[config.mk]
export PLATFORM = sky130hd
export DESIGN_NAME = midi_poly_synth
export DESIGN_NICKNAME = d
export VERILOG_FILES = /design/src/rtl/midi_poly_synth.sv
export SDC_FILE = /design/constraint.sdc
export NUM_CORES = 1
export LEC_CHECK = 0
export BUFFER_PORTS_ARGS = -buffer_cell sky130_fd_sc_hd__buf_2
export CORE_ASPECT_RATIO = 1.4
export CORE_MARGIN = 2
export CORE_UTILIZATION = 35
export DETAILED_ROUTE_END_ITERATION = 10
export HOLD_SLACK_MARGIN = 0.06
export SLEW_MARGIN = 0
export SYNTH_ARGS = -nofsm -noshare
export SYNTH_HDL_FRONTEND = slang
export SYNTH_SLANG_ARGS = --single-unit
[constraint.sdc]
create_clock -name iCLK -period 36.3 [get_ports iCLK]
set_input_delay 0 -clock iCLK [delete_from_list [all_inputs] [get_ports iCLK]]
set_output_delay 0 -clock iCLK [all_outputs]
set_load 0.03 [all_outputs]
[src/rtl/midi_poly_synth.sv]
// midi_poly_synth: MIDI note-on/off parser driving a small bank of
// phase-accumulator voices, mixed one voice per cycle on sample request.
module midi_poly_synth #(
    parameter int pVoices        = 4,
    parameter int pAudioBitWidth = 16,
    parameter int pPhaseWidth    = 24,
    parameter int pMidiChannel   = 0
) (
    input  logic                        iCLK,
    input  logic                        iRST,
    input  logic [7:0]                  iMidiRd,
    input  logic                        iMidiVd,
    input  logic [1:0]                  iWaveSel,
    input  logic                        iSampleReq,
    output logic [2*pAudioBitWidth-1:0] oAudioData,
    output logic                        oAudioVd,
    output logic [pVoices-1:0]          oVoiceActive,
    output logic                        oOverrun
);
    localparam int AW   = pAudioBitWidth;
    localparam int PW   = pPhaseWidth;
    localparam int LG   = $clog2(pVoices);
    localparam int IW   = (pVoices > 1) ? LG : 1;
    localparam int ACCW = AW + LG;
    localparam logic [3:0]    CH   = 4'(pMidiChannel);
    localparam logic [IW-1:0] LAST = IW'(pVoices - 1);

    // running status: bit1 = note message for us, bit0 = note-on
    localparam logic [1:0] RS_NONE = 2'd0;
    localparam logic [1:0] RS_IGN  = 2'd1;
    localparam logic [1:0] RS_OFF  = 2'd2;
    localparam logic [1:0] RS_ON   = 2'd3;

    typedef enum logic [1:0] {IDLE, DATA1, DATA2} pstate_t;
    typedef enum logic [1:0] {M_IDLE, M_RUN, M_DONE} mstate_t;

    pstate_t p_state, p_next;
    logic [1:0] rs, rs_d;
    logic [6:0] note_q;
    logic is_rt, is_sys, is_chan, is_data, ours;
    logic rs_we, note_we, ev_we;
    logic ev_valid, ev_on;
    logic [6:0] ev_note, ev_vel;

    always_comb begin
        is_data = ~iMidiRd[7];
        is_rt   = iMidiRd[7:3] == 5'b11111;
        is_sys  = iMidiRd[7:3] == 5'b11110;
        is_chan = iMidiRd[7] && (iMidiRd[7:4] != 4'hF);
        ours    = (iMidiRd[7:5] == 3'b100) && (iMidiRd[3:0] == CH);
    end

    always_ff @(posedge iCLK or negedge iRST) begin
        if (!iRST) p_state <= IDLE;
        else       p_state <= p_next;
    end

    always_comb begin
        p_next = p_state;
        if (iMidiVd) begin
            unique case (1'b1)
                is_rt:   p_next = p_state;
                is_sys:  p_next = IDLE;
                is_chan: p_next = DATA1;
                is_data: begin
                    case (p_state)
                        IDLE:    if (rs[1]) p_next = DATA2;
                        DATA1:   p_next = DATA2;
                        default: p_next = IDLE;
                    endcase
                end
            endcase
        end
    end

    always_comb begin
        rs_we   = iMidiVd && (is_sys || is_chan);
        rs_d    = is_sys ? RS_NONE : ours ? (iMidiRd[4] ? RS_ON : RS_OFF) : RS_IGN;
        note_we = iMidiVd && is_data &&
                  ((p_state == DATA1) || ((p_state == IDLE) && rs[1]));
        ev_we   = iMidiVd && is_data && (p_state == DATA2) && rs[1];
    end

    always_ff @(posedge iCLK or negedge iRST) begin
        if (!iRST) begin
            rs       <= RS_NONE;
            note_q   <= '0;
            ev_valid <= 1'b0;
            ev_on    <= 1'b0;
            ev_note  <= '0;
            ev_vel   <= '0;
        end else begin
            ev_valid <= ev_we;
            if (rs_we) rs <= rs_d;
            if (note_we) note_q <= iMidiRd[6:0];
            if (ev_we) begin
                ev_on   <= rs[0] && (iMidiRd[6:0] != 7'd0);
                ev_note <= note_q;
                ev_vel  <= iMidiRd[6:0];
            end
        end
    end

    // octave-10 increments for 24-bit phase, rescaled to PW and shifted down
    function automatic logic [PW-1:0] note_inc(input logic [6:0] n);
        logic [3:0]  semi;
        logic [3:0]  oct;
        logic [63:0] t;
        semi = 4'(n % 7'd12);
        oct  = 4'(n / 7'd12);
        case (semi)
            4'd0:    t = 64'd2926232;
            4'd1:    t = 64'd3100235;
            4'd2:    t = 64'd3284585;
            4'd3:    t = 64'd3479896;
            4'd4:    t = 64'd3686822;
            4'd5:    t = 64'd3906052;
            4'd6:    t = 64'd4138318;
            4'd7:    t = 64'd4384395;
            4'd8:    t = 64'd4645104;
            4'd9:    t = 64'd4921317;
            4'd10:   t = 64'd5213953;
            default: t = 64'd5523991;
        endcase
        t = (t << PW) >> 24;
        t = t >> (4'd10 - oct);
        return t[PW-1:0];
    endfunction

    logic [pVoices-1:0] active;
    logic [6:0]         v_note  [pVoices];
    logic [6:0]         v_vel   [pVoices];
    logic [PW-1:0]      v_phase [pVoices];
    logic [IW-1:0]      steal, alloc, hit_idx, free_idx;
    logic               hit, free_any;

    always_comb begin
        hit      = 1'b0;
        hit_idx  = '0;
        free_any = 1'b0;
        free_idx = '0;
        for (int i = pVoices - 1; i >= 0; i--) begin
            if (active[i] && (v_note[i] == ev_note)) begin
                hit     = 1'b1;
                hit_idx = IW'(i);
            end
            if (!active[i]) begin
                free_any = 1'b1;
                free_idx = IW'(i);
            end
        end
        alloc = hit ? hit_idx : free_any ? free_idx : steal;
    end

    mstate_t m_state, m_next;
    logic [IW-1:0] idx;
    logic mix_start, mix_step, mix_emit;

    always_ff @(posedge iCLK or negedge iRST) begin
        if (!iRST) m_state <= M_IDLE;
        else       m_state <= m_next;
    end

    always_comb begin
        m_next = m_state;
        case (m_state)
            M_IDLE:  if (iSampleReq) m_next = M_RUN;
            M_RUN:   if (idx == LAST) m_next = M_DONE;
            default: m_next = M_IDLE;
        endcase
    end

    always_comb begin
        mix_start = (m_state == M_IDLE) && iSampleReq;
        mix_step  = (m_state == M_RUN);
        mix_emit  = (m_state == M_DONE);
    end

    logic [PW-1:0]          cur_inc, new_phase;
    logic [AW-1:0]          top;
    logic [AW-2:0]          fold;
    logic signed [AW-1:0]   smp, mix_out;
    logic signed [AW+7:0]   prod;
    logic signed [ACCW-1:0] contrib, acc;

    always_comb begin
        cur_inc   = note_inc(v_note[idx]);
        new_phase = v_phase[idx] + cur_inc;
        top       = new_phase[PW-1 -: AW];
        fold      = top[AW-1] ? ~top[AW-2:0] : top[AW-2:0];
        case (iWaveSel)
            2'd0:    smp = {~top[AW-1], top[AW-2:0]};
            2'd1:    smp = top[AW-1] ? {1'b1, {(AW-1){1'b0}}}
                                     : {1'b0, {(AW-1){1'b1}}};
            2'd2:    smp = {~fold[AW-2], fold[AW-3:0], 1'b0};
            default: smp = '0;
        endcase
        prod    = (AW+8)'(smp) * $signed((AW+8)'({1'b0, v_vel[idx]}));
        contrib = active[idx] ? ACCW'(prod >>> 7) : '0;
        mix_out = AW'(acc >>> LG);
    end

    always_ff @(posedge iCLK or negedge iRST) begin
        if (!iRST) begin
            idx        <= '0;
            acc        <= '0;
            oAudioData <= '0;
            oAudioVd   <= 1'b0;
            oOverrun   <= 1'b0;
        end else begin
            if (mix_start) begin
                idx <= '0;
                acc <= '0;
            end else if (mix_step) begin
                acc <= acc + contrib;
                idx <= (idx == LAST) ? '0 : idx + IW'(1);
            end
            oAudioVd <= mix_emit;
            if (mix_emit) oAudioData <= {mix_out, mix_out};
            if (iSampleReq && (m_state != M_IDLE)) oOverrun <= 1'b1;
        end
    end

    // a note event on the voice being mixed this cycle overrides its phase step
    always_ff @(posedge iCLK or negedge iRST) begin
        if (!iRST) begin
            active <= '0;
            steal  <= '0;
            for (int i = 0; i < pVoices; i++) begin
                v_note[i]  <= '0;
                v_vel[i]   <= '0;
                v_phase[i] <= '0;
            end
        end else begin
            for (int i = 0; i < pVoices; i++) begin
                if (mix_step && (idx == IW'(i)) && active[i])
                    v_phase[i] <= new_phase;
                if (ev_valid && ev_on && (alloc == IW'(i))) begin
                    active[i]  <= 1'b1;
                    v_note[i]  <= ev_note;
                    v_vel[i]   <= ev_vel;
                    v_phase[i] <= '0;
                end
                if (ev_valid && !ev_on && active[i] && (v_note[i] == ev_note))
                    active[i] <= 1'b0;
            end
            if (ev_valid && ev_on && !hit && !free_any)
                steal <= (steal == LAST) ? '0 : steal + IW'(1);
        end
    end

    assign oVoiceActive = active;

endmodule

# After elaboration in Yosys (flattened, before gate mapping)
# Memories as Yosys holds them, arrays and structs flattened.
# Cells that the tools add are included.
[word_totals]
ff_bits = 241
mem_bits_ro = 368
input_bits = 14
word_cells = 200
n_memories = 1
[classes]
add_sub_neg = 5
mul = 1
div_mod_pow = 2
magnitude_cmp = 2
n_eq_ne = 24
n_shift = 1
mux = 65
bitwise_logic = 6
n_reduce_logical = 63
[mem_list]
columns = ["memory", "words", "word_bits", "rd", "rd_clocked_by_memory_dff", "write_ports", "line", "text"]
rows = [
  ["(name not given)", 16, 23, 1, 0, 0, "111", "case (semi)"],
]
[ops]
columns = ["cell", "n"]
rows = [
  ["two-way mux 24 bit", 10],
  ["two-way mux 18 bit", 3],
  ["binary-select mux 24 bit (select 2 bit)", 1],
  ["one-hot mux 16 bit (3 select lines)", 1],
  ["two-way mux 2 bit", 20],
  [">> shifter 40 x 4 -> 24 bit", 1],
  ["logical AND 1 bit", 39],
  ["binary-select mux 7 bit (select 2 bit)", 2],
  ["equality test 7 bit", 4],
  ["two-way mux 7 bit", 4],
  ["adder 24 bit", 1],
  ["multiplier 16 x 8 -> 24 bit", 1],
  ["nonzero test 2 bit", 10],
  ["adder 18 bit", 1],
  ["two-way mux 1 bit", 18],
  ["equality test 2 bit (second input constant)", 8],
  ["two-way mux 16 bit", 1],
  ["two-way mux 15 bit", 1],
  ["inverter 15 bit", 1],
  ["equality test 2 x 1 -> 1 bit (second input constant)", 5],
  ["equality test 5 bit (second input constant)", 2],
  ["zero test 2 bit", 5],
  ["!= test 4 bit (second input constant)", 2],
  ["one-hot mux 2 bit (2 select lines)", 2],
  ["19 further kinds", 26],
]

# Logic depth before layout (Yosys ltp)
# Gate-level depths: netlist of the first run.
[logic_depth]
ltp_word = 17
depth_mapped = 63
depth_no_buf = 59

# Least setup slack after synthesis of the first run
# No wires, ideal clock.
[synth_timing]
path_kind = "register to register"
from = "reg idx[0]"
to = "reg acc[17]"
setup_ns = 0.087
arrival_time_ns = 12.086
required_ns = 36.213
path_slack_ns = 24.127
path_stages_with_launch = 56
n_path_buf = 8
path_cell_list = "dfrtp_1 buf_6 mux4_2 or3b_1 buf_6 o2111ai_2 mux2i_2 and2_1 buf_2 inv_2 buf_2 ha_1 clkbuf_1 clkbuf_1 o21ai_0 o21ai_0 nor2_1 a21oi_1 [... 20 more ...] and4_1 nand3_1 a211o_1 nand2_1 a31o_2 a211oi_1 a2111oi_0 ha_1 o21ai_0 o31ai_1 o41ai_1 o211ai_1 o21ai_0 nand2b_1 a21oi_1 xnor2_1 nand3b_1 o211ai_1"
[synth_via]
elab_chain_cells = 17
word_cells_on_any_way = 29
cone_classes = "add/sub (3); mul (1); div (2); shift (1); mux (17); bitwise (4); memory (1)"
[synth_lines]
columns = ["element", "line", "text"]
rows = [
  ["start: declaration", "156", "logic [IW-1:0] idx;"],
  ["start signal: assignment", "216", "idx <= (idx == LAST) ? '0 : idx + IW'(1);"],
  ["inverter 2 -> 3 bit (implied by the code)", "187, 188, 198", ""],
  ["binary-select mux 7 bit (select 2 bit)", "187", "cur_inc = note_inc(v_note[idx]);"],
  ["two-way mux 7 bit (implied by the code) (2 in a row)", "187", ""],
  ["remainder unit 7 x 4 -> 7 bit / divider 7 x 4 -> 7 bit (equally long branches)", "109, 110", ""],
  ["memory read (16 x 23 bit) / subtractor 4 bit (equally long branches)", "-", ""],
  [">> shifter 40 x 4 -> 24 bit", "126", "t = t >> (4'd10 - oct);"],
  ["adder 24 bit", "188", "new_phase = v_phase[idx] + cur_inc;"],
  ["inverter 15 bit", "190", "fold = top[AW-1] ? ~top[AW-2:0] : top[AW-2:0];"],
  ["two-way mux 15 bit", "190", ""],
  ["inverter 1 bit", "195", "2'd2: smp = {~fold[AW-2], fold[AW-3:0], 1'b0};"],
  ["one-hot mux 16 bit (3 select lines)", "191", "case (iWaveSel)"],
  ["multiplier 16 x 8 -> 24 bit", "198", "prod = (AW+8)'(smp) * $signed((AW+8)'({1'b0, v_vel[idx]}));"],
  ["two-way mux 18 bit (*)", "199", "contrib = active[idx] ? ACCW'(prod >>> 7) : '0;"],
  ["adder 18 bit (*)", "215", "acc <= acc + contrib;"],
  ["two-way mux 18 bit (*)", "214", "end else if (mix_step) begin"],
  ["two-way mux 18 bit (*)", "211", "if (mix_start) begin"],
  ["end signal: assignment", "215", ""],
  ["end: declaration", "184", "logic signed [ACCW-1:0] contrib, acc;"],
]
# Every way passes the cells marked *; elsewhere a longest branch is shown, timed or not. The select of a mux whose other input is x is not followed.
# A chain may end at the register's enable or synchronous reset.

# Worst setup path after layout of the first run
# Ends and elaborated chain as after synthesis.

==> flow_summary_export.csv, run 1 <==
group,metric,value,unit
grt,grt-ovfl-total,0,
route,top_layer,"met5",
finish,layout.cells.non_filler,2519,
timing,rsz0062_at_grt,"false",
placed_design,hpwlAfterDp,33.38,mm
finish,final_nets,2057,
yosys,yosysTopAreaCell,"dfrtp_1",
critical_path,cpMostUsedCell,"a21oi_1",
die,die_y,270.1,um
finish,finish.instance_area,19560,um2
clock_tree,worst_skew_pair.late_latency,560,ps
route,wl,45.76,mm
grt,grt_use_total,17.52,%
yosys,seq_area_frac_synth,31.80,%
clock_tree,holdBufCountCts,14,
yosys,yosys_warnings,0,
route,initialDrtViolationCount,723,
pwr,pwr-share-seq,20.3,%
finish,final_util,39.12,%
critical_path,crit_type,"reg -> reg",
yosys,async_flop_share,100.0,%
grt,grt_max_degree,80,
placed_design,post-place-cells,2460,
clock_tree,cts_setup_buffers,0,
clock_tree,clock_path_buffers,3,
critical_path,slowest_delay,970,ps
clock_tree,cts_tree,"yes",
die,row_count,97,
finish,layout-drive-gt1-share,15.30,%
timing,period_share,42.99,%
yosys,syn-num-nets,2044,
pwr,leakagePower,0.009437,uW
pwr,power.share.switching,45.66,%
pwr,power,1429,uW
route,wl_met2,24.12,mm
timing,finalHoldViolCount,0,
pwr,comb_power_share,60.9,%
run_status,status,"finished, final reports clean",
route,wl_per_cell,18.17,um
yosys,synth-main-ff-cell,"dfrtp_1",
clock_tree,h-tree-depth,1,
yosys,synth-seq-cells,225,
grt,grt_first_pass_wirelength,75.59,mm
grt,grt_pass1_vias,14310,
critical_path,required,36770,ps
finish,n_antenna_cell,0,
route,ant_nets,0,
placed_design,portBuffers,51,
yosys,synthCells,1845,
pwr,power_frac_clock,18.8,%
route,wl_met1,18.28,mm
die,die_area,52420,um2
yosys,synth_cell_types,81,
pwr,power.switching,652.5,uW
pwr,peakVddDrop,0.07251,mV
critical_path,crit_family,"compound AO/OA/AOI/OAI gates",
placed_design,place_area,18530,um2
clock_tree,cts_buffers,25,
timing,tightest_slew,1017,ps
die,initial_core_util,35.40,%
yosys,syn_avg_cell_area,9.595,um2
critical_path,startpoint_type,"flip-flop",
clock_tree,ctsResizeCount,0,
pwr,powerDensity,73.05,nW/um2
yosys,netlist_area,17700,um2
die,design.core.area,50000,um2
hold_path,hold_class,"in -> reg",
critical_path,cp_max_fo,49,
critical_path,cp_slowest_cell,"ha_1",
route,firstDrtPassIters,5,
timing,skew,15.42,ps
route,vias,13770,
timing,finalSetupViolCount,0,
timing,min_period,15600,ps
pwr,power.internal,776.4,uW
clock_tree,cts_sinks,225,
timing,maxSlewViolCount,0,
route,via_per_inst,5.465,
route,wl_met3,1.586,mm
die,die_x,194.1,um
yosys,synthTopCellsByArea,"dfrtp_1, fa_1, ha_1, mux2_2, a22o_1",
critical_path,cp.arrival,16070,ps
route,drc,0,
yosys,synth.top_cell.area_share,31.80,%
job,cap_violations,0,
placed_design,gp_congestion,0.9087,
timing,setup_tns,0,ps
timing,maxSlewHeadroom,32.18,%
die,num_io_pins,52,
critical_path,critical_path_buf_inv_count,7,
yosys,synth_edf_count,0,
finish,area_growth,10.49,%
grt,antenna_found_initial,1,
timing,max_freq,0.06408,GHz
critical_path,cp-end-kind,"flip-flop",
clock_tree,cts-root-buf,"clkbuf_16",
clock_tree,cts.clk_slew.worst_paths,60,ps
-- cell usage after synthesis (13+ instances only) --
| master | n |
|---|---|
| o21ai_0 | 62 |
| a22o_1 | 102 |
| nand2_1 | 169 |
| xor2_1 | 19 |
| nor3_1 | 31 |
| ha_1 | 98 |
| mux2i_1 | 21 |
| o21ai_1 | 18 |
| a211oi_1 | 18 |
| mux4_2 | 30 |
| mux2_2 | 86 |
| buf_4 | 17 |
| xnor2_1 | 73 |
| fa_1 | 87 |
| a21oi_1 | 89 |
| o21a_1 | 15 |
| nand2b_1 | 31 |
| dfrtp_1 | 225 |
| inv_1 | 140 |
| nand4_1 | 14 |
| nor2b_1 | 13 |
| clkbuf_1 | 66 |
| buf_2 | 14 |
| nor2_1 | 184 |
| o211ai_1 | 14 |
| a21o_1 | 26 |
| nand3_1 | 29 |
-- power groups by stage --
| stage | logic, uW | clock network [uW] | registers (uW) |
|---|---|---|---|
| global route | 982 | 284 | 293 |
| floorplan | 652 | 0 | 304 |
| detailed placement | 869 | 0 | 294 |
| finish | 870 | 268 | 290 |
| global placement | 862 | 0 | 294 |
| CTS | 882 | 274 | 290 |
-- logic make-up (layout without fill, tap and decap cells) --
kind of cell               count (synthesis)  count (layout)  share of synthesized area [%]
xor gates and xnor gates                  92              92                          4.552
DFF                                      225             225                          31.80
adders and majority gates                185             185                          16.76
AOI/OAI and AO/OA                        425             425                          16.93
and+or+nand+nor                          528             528                          13.51
muxes                                    138             138                          10.55
buffers and inverters                    252             283                          5.887
-- worst reg2reg max path, delay by kind of cell, from the launching register on --
kind,cells,cell delay (ps)
compound gates,25,5480
fa+ha+maj,9,4320
simple gates,7,1820
buf+inv,7,1650
mux,2,1100
xor+xnor,4,790
flops,1,340
-- flip-flops by register name, summed over array words and instances (netlist names) --
register      count
acc              18
oOverrun          1
v_vel            28
oAudioData       16
v_note           28
ev_on             1
idx               2
ev_note           7
note_q            7
oVoiceActive      4
ev_valid          1
m_state           2
oAudioVd          1
ev_vel            7
p_state           2
v_phase          96
steal             2
rs                2
-- layer usage --
metal / vias up / GRT usage (%)
li1: 6444 / -
met1: 6878 / 20.66
met5: - / 0
met3: 101 / 1.411
met2: 342 / 32.60
met4: 2 / 7.037
-- cell usage in the layout (no fill, tap or decap), types with 8 or more instances in the layout --
master / instances
a211oi_1: 17
a21o_1: 26
a21oi_1: 88
a22o_1: 102
a31oi_1: 8
and2_1: 8
buf_2: 50
buf_4: 29
clkbuf_16: 25
dfrtp_1: 223
dlygate4sd3_1: 13
fa_1: 87
ha_1: 98
inv_1: 140
mux2_2: 86
mux2i_1: 21
mux4_2: 30
nand2_1: 169
nand2b_1: 31
nand3_1: 29
nand4_1: 14
nor2_1: 184
nor2b_1: 11
nor3_1: 30
o211ai_1: 14
o21a_1: 15
o21ai_0: 60
o21ai_1: 17
o21ai_2: 8
o21bai_1: 9
or3_1: 9
xnor2_1: 73
xor2_1: 19
-- per-stage QoR --
step	setup slack, ps	hold WS, ps
4_1_cts	20730	208.0
3_3_place_gp	20970	-8.156
6_report	20700	246.1
2_1_floorplan	24130	-295.6
3_5_place_dp	20830	-4.458
5_1_grt	19490	275.1
-- worst paths after layout --
kind,slack [ps],startpoint,end,cells after the start
worst min-delay path,250,iMidiRd[2],ev_vel[2],4
worst min register to register,470,note_q[0],ev_note[0],2
max in group asynchronous,33840,iRST,v_phase[77],5
worst max register to register,20700,idx[0],acc[17],54
worst max-delay path,20700,idx[0],acc[17],54
min in group asynchronous,560,iRST,ev_vel[4],4
-- area by class of cell --
cell class | count | area, um2
Multi-Input combinational cell | 1368 | 11070
Clock inverter | 14 | 170.2
Clock buffer | 31 | 698.2
Inverter | 144 | 540.5
Sequential cell | 225 | 5633
Fill cell | 4933 | 30440
Timing Repair Buffer | 94 | 640.6
Tap cell | 643 | 804.5
(Power assumes the default switching activity.)
==> run 2, diff against run 1 <==
==> constraint.sdc (replaced) <==
create_clock -name iCLK -period 14.7 [get_ports iCLK]
set_input_delay 0 -clock iCLK [delete_from_list [all_inputs] [get_ports iCLK]]
set_output_delay 0 -clock iCLK [all_outputs]
set_load 0.03 [all_outputs]
==> run 2 against run 1 <==
  * First-iteration DRC count fell by 7.5%
  * Count of clock-buffer cells in the layout up 2
  * Worst hold slack got worse by 200 ps
  * Power rose by 140%
  * Critical endpoint unchanged
  * Largest cell class unchanged
==> flow_summary_export.csv, run 2 (synthesized netlist as in run 1, its figures left out) <==
group,metric,value,unit
finish,layout-drive-gt1-share,15.56,%
timing,skew,14.70,ps
finish,finish.instance_area,19600,um2
finish,fillCellCount,4933,
critical_path,reg2reg_setup_slack,1230,ps
timing,finalHoldViolCount,0,
timing,min_period,13470,ps
finish,final_nets,2065,
timing,max_freq,0.07422,GHz
finish,largest_reg_flops,96,
route,via_per_inst,5.420,
critical_path,cp-end-kind,"flip-flop",
die,num_io_pins,52,
route,vias,13700,
grt,antenna_found_initial,1,
timing,finalSetupViolCount,0,
finish,reg.largest.list,"v_phase x96, v_note x28, v_vel x28",
finish,area_growth,10.69,%
timing,maxSlewHeadroom,35.38,%
die,row_count,97,
placed_design,hpwlAfterDp,33.40,mm
timing,setup_tns,0,ps
finish,final_common_cell,"dfrtp_1",
critical_path,ff2ff_path_depth,56,
grt,grt_max_degree,100,
die,die_x,194.1,um
die,initial_core_util,35.40,%
grt,grt_first_pass_wirelength,75.27,mm
critical_path,startpoint_type,"flip-flop",
critical_path,reg2reg_from,"idx[0]",
pwr,peakVddDrop,0.1752,mV
finish,layout_common_cells,"dfrtp_1, nor2_1, nand2_1",
clock_tree,h-tree-depth,1,
timing,period_share,91.66,%
critical_path,crit_type,"reg -> reg",
placed_design,portBuffers,51,
critical_path,critical_path_buf_inv_count,5,
die,design.core.area,50000,um2
route,firstDrtPassIters,5,
timing,tightest_slew,962.8,ps
run_status,status,"finished, final reports clean",
clock_tree,cts_buffers,24,
clock_tree,clock_path_buffers,3,
clock_tree,worst_skew_pair.late_latency,550,ps
route,ant_nets,0,
timing,maxSlewViolCount,0,
hold_path,hold_class,"in -> async",
clock_tree,cts-root-buf,"clkbuf_16",
placed_design,dp_slack,588.9,ps
critical_path,cp_max_fo,25,
timing,setup_ws,1226,ps
critical_path,r2r-end,"acc[17]",
critical_path,slowest_delay,700,ps
clock_tree,cts_tree,"yes",
placed_design,post-place-cells,2469,
grt,grt_use_total,17.40,%
route,wl,45.34,mm
grt,grt_pass1_vias,14410,
critical_path,required,15160,ps
critical_path,crit_family,"compound AO/OA/AOI/OAI gates",
placed_design,place_area,18600,um2
timing,rsz0062_at_grt,"false",
pwr,leakagePower,0.009447,uW
route,initialDrtViolationCount,669,
finish,largest_register,"v_phase",
route,wl_per_cell,17.94,um
clock_tree,cts_sinks,225,
route,drc,0,
critical_path,cp_slowest_cell,"mux4_2",
critical_path,cp.arrival,13930,ps
grt,grt-ovfl-total,0,
placed_design,gp_congestion,0.8856,
die,die_y,270.1,um
finish,layout.cells.non_filler,2527,
clock_tree,cts.clk_slew.worst_paths,70,ps
job,cap_violations,0,
pwr,powerDensity,177.8,nW/um2
die,die_area,52420,um2
clock_tree,cts_setup_buffers,0,
run 2: cell count changes in the layout (fill, tap and decap cells not counted), moves of 2 or more:
cell | previous run | this run
clkinvlp_4 | 1 | 3
clkbuf_1 | 1 | 5
buf_4 | 29 | 38
clkinv_2 | 7 | 2
a21oi_1 | 88 | 86
a21oi_2 | 1 | 3
clkinv_4 | 2 | 0
run 2: what timing repair did:
action                                  CTS  global route
gates resized for setup                   0             5
hold endpoints to repair                122             0
endpoints found under the setup margin    0             6
hold buffers                             14             0
run 2: worst max-delay path by stage:
stage | start | slack, ps | cells after the start | to
5_1_grt | idx[0] | 70 | 52 | acc[17]
2_1_floorplan | idx[0] | 2530 | 55 | acc[17]
6_report | idx[0] | 1230 | 56 | acc[17]
3_3_place_gp | idx[0] | 890 | 54 | acc[17]
3_5_place_dp | idx[0] | 590 | 54 | acc[17]
4_1_cts | idx[0] | 510 | 54 | acc[17]
run 2: routing by layer:
layer | GRT usage (%) | wire (um) | up-vias
li1 | - | - | 6462
met1 | 20.25 | 18080 | 6863
met2 | 32.08 | 23990 | 281
met3 | 1.548 | 1403 | 90
met4 | 8.074 | 1867 | 0
met5 | 0 | 0 | -
run 2: worst register-to-register path: cells and delay by family, from the launching register on:
family                   cells  cell delay [ps]
AO/OA/AOI/OAI               26             4960
XOR/XNOR                     4              820
adder cells (fa/ha/maj)      8             3310
buffers and inverters        5              740
flip-flops                   1              470
multiplexers                 2             1010
AND/OR/NAND/NOR             11             2050
run 2: power breakdown:
part           switching (uW)  internal (uW)
Sequential               44.1            675
Clock                     263            377
Combinational            1280            846
Total                    1590           1900
run 2: stage by stage:
| step | utilization [%] | power (uW) | hold slack, ps |
|---|---|---|---|
| 6_report | 39.19 | 3484 | 44.26 |
| 5_1_grt | 39.19 | 3832 | 129.9 |
| 4_1_cts | 39.15 | 3537 | 85.76 |
| 3_5_place_dp | 37.19 | 2865 | 78.52 |
| 3_3_place_gp | 37.19 | 2841 | 70.18 |
| 2_1_floorplan | - | 2361 | -295.6 |
run 2: area by class of cell:
| cell class | count | area [um2] | share of cell area [%] |
|---|---|---|---|
| multi-input cells | 1368 | 11090 | 56.59 |
| flip-flops and latches | 225 | 5633 | 28.74 |
| diodes | 1 | 2.502 | 0.01277 |
| inverters | 144 | 540.5 | 2.758 |
| clock inverters | 10 | 161.4 | 0.8237 |
| repair buffers | 103 | 690.7 | 3.524 |
| well taps | 643 | 804.5 | 4.105 |
| clock buffers | 33 | 674.4 | 3.441 |
==> run 3, diff against run 2 <==
--- a/config.mk
+++ b/config.mk
@@ -5,12 +5,12 @@
 export SDC_FILE = /design/constraint.sdc
 export NUM_CORES = 1
 export LEC_CHECK = 0
-export BUFFER_PORTS_ARGS = -buffer_cell sky130_fd_sc_hd__buf_2
+export BUFFER_PORTS_ARGS = -buffer_cell sky130_fd_sc_hd__buf_4
 export CORE_ASPECT_RATIO = 1.4
 export CORE_MARGIN = 2
 export CORE_UTILIZATION = 35
 export DETAILED_ROUTE_END_ITERATION = 10
-export HOLD_SLACK_MARGIN = 0.06
+export HOLD_SLACK_MARGIN = 0.08
 export SLEW_MARGIN = 0
 export SYNTH_ARGS = -nofsm -noshare
 export SYNTH_HDL_FRONTEND = slang
==> run 3 against run 2 <==
  * Setup slack worse by 67 ps
  * Largest power group unchanged
  * First-iteration DRC count is 3.7% higher
  * Core utilization is 0.13 points higher
  * Register-to-register slack lost 70 ps
  * Clock power decreased by 3.6%
==> flow_summary_export.csv, run 3 (synthesized netlist as in run 1, its figures left out) <==
group,metric,value,unit
grt,grt_pass1_vias,14200,
route,initialDrtViolationCount,694,
finish,layout.cells.non_filler,2526,
pwr,peakVddDrop,0.1464,mV
finish,largest_register,"v_phase",
route,wl,45.20,mm
route,via_per_inst,5.473,
route,wl_per_cell,17.90,um
pwr,power.switching,1598,uW
route,vias,13820,
clock_tree,clock_path_buffers,3,
grt,grt_use_total,17.29,%
critical_path,required,15160,ps
finish,final_util,39.32,%
timing,skew,9.512,ps
finish,n_antenna_cell,0,
placed_design,portBuffers,51,
clock_tree,cts-root-buf,"clkbuf_16",
pwr,power.internal,1895,uW
clock_tree,cts_tree,"yes",
pwr,comb_power_share,61.4,%
finish,fillCellCount,4943,
placed_design,post-place-cells,2472,
route,ant_nets,0,
finish,largest_reg_flops,96,
die,row_count,97,
placed_design,gp_congestion,0.9028,
pwr,pwr-share-seq,21.0,%
timing,setup_tns,0,ps
timing,tightest_slew,994.9,ps
finish,area_growth,11.07,%
timing,period_share,92.11,%
timing,rsz0062_at_grt,"false",
timing,max_freq,0.07385,GHz
die,num_io_pins,52,
critical_path,reg2reg_from,"idx[0]",
grt,grt_first_pass_wirelength,74.44,mm
finish,register_area,5633,um2
die,die_x,194.1,um
clock_tree,cts_setup_buffers,0,
critical_path,cp.arrival,14000,ps
finish,final_nets,2066,
pwr,power.share.switching,45.75,%
grt,met1_usage,20.01,%
clock_tree,ctsResizeCount,0,
clock_tree,cts.clk_slew.worst_paths,60,ps
die,die_y,270.1,um
critical_path,cp-startpoint,"idx[0]",
grt,grt_max_degree,100,
run_status,status,"finished, final reports clean",
timing,finalSetupViolCount,0,
critical_path,cp_slowest_cell,"mux4_2",
grt,grt-ovfl-total,0,
placed_design,place_area,18750,um2
critical_path,cp-end-kind,"flip-flop",
clock_tree,cts_buffers,24,
timing,maxSlewViolCount,0,
grt,grt_util_met2,32.25,%
job,cap_violations,0,
clock_tree,holdBufCountCts,12,
route,firstDrtPassIters,5,
critical_path,r2r-end,"acc[17]",
finish,finish.instance_area,19660,um2
pwr,power_frac_clock,17.7,%
clock_tree,worst_skew_pair.late_latency,540,ps
placed_design,hpwlAfterDp,33.63,mm
critical_path,startpoint_type,"flip-flop",
finish,multi_input_area,11080,um2
grt,antenna_found_initial,0,
hold_path,hold_class,"in -> async",
timing,finalHoldViolCount,0,
placed_design,dp_slack,1213,ps
critical_path,reg2reg_setup_slack,1160,ps
timing,min_period,13540,ps
grt,busiest_layer,"met2",
clock_tree,h-tree-depth,1,
critical_path,slowest_delay,730,ps
critical_path,ff2ff_path_depth,51,
die,design.core.area,50000,um2
route,drc,0,
pwr,leakagePower,0.009436,uW
finish,layout_common_cells,"dfrtp_1, nor2_1, nand2_1",
critical_path,crit_end,"acc[17]",
grt,grt_util_met3,1.511,%
finish,reg.largest.list,"v_phase x96, v_note x28, v_vel x28",
finish,layout-drive-gt1-share,15.45,%
critical_path,crit_type,"reg -> reg",
pwr,powerDensity,177.7,nW/um2
critical_path,cp_max_fo,18,
die,initial_core_util,35.40,%
timing,maxSlewHeadroom,33.23,%
finish,final_common_cell,"dfrtp_1",
die,die_area,52420,um2
clock_tree,cts_sinks,225,
timing,setup_ws,1160,ps
critical_path,cpMostUsedCell,"o211ai_1",
## run 3: changes by cell type in the layout (fill, tap and decap cells not counted), sizes merged
| cell | change |
|---|---|
| bufinv | -1 |
| buf | +3 |
| diode | -1 |
| inv | +1 |
| clkinv | -1 |
| dlygate4sd3 | -2 |
## run 3: metal layers
layer	wire length (um)	vias up	share of wire [%]
li1	-	6476	-
met1	17930	6929	40
met2	24000	326	53
met3	1497	93	3.3
met4	1775	0	3.9
met5	0	-	0
## run 3: cell type report
type	count	share of cell area (%)
clock inverter	9	0.6427
clock buffer	33	3.379
sequential	225	28.65
multi-input combinational	1368	56.33
inverter	144	2.749
tap	643	4.092
timing repair buffer	104	4.162
## run 3: power groups by stage
stage               combinational, uW  sequential, uW  clock (uW)
finish                           2140             733         617
global route                     2430             741         660
CTS                              2170             734         631
detailed placement               2140             744           0
global placement                 2120             742           0
floorplan                        1610             751           0
## run 3: worst min path at each step
stage                endpoint  slack, ps
floorplan              acc[0]       -300
global placement    v_vel[19]         80
detailed placement  v_vel[19]         80
CTS                 ev_vel[6]        100
global route        ev_vel[6]        150
finish              ev_vel[1]         90
## run 3: critical path: cells and delay by family (launching register included)
family,cells,cell delay [ps]
buf+inv,3,190
compound gates,24,6230
simple gates,13,2180
fa+ha+maj,7,3000
flops,1,670
xor+xnor,2,320
mux,2,870
## run 3: metrics by stage
| stage | hold slack [ps] | total power [uW] |
|---|---|---|
| floorplan | -295.6 | 2361 |
| global placement | 83.73 | 2863 |
| detailed placement | 84.55 | 2886 |
| CTS | 97.84 | 3534 |
| global route | 151.3 | 3829 |
| finish | 89.89 | 3494 |
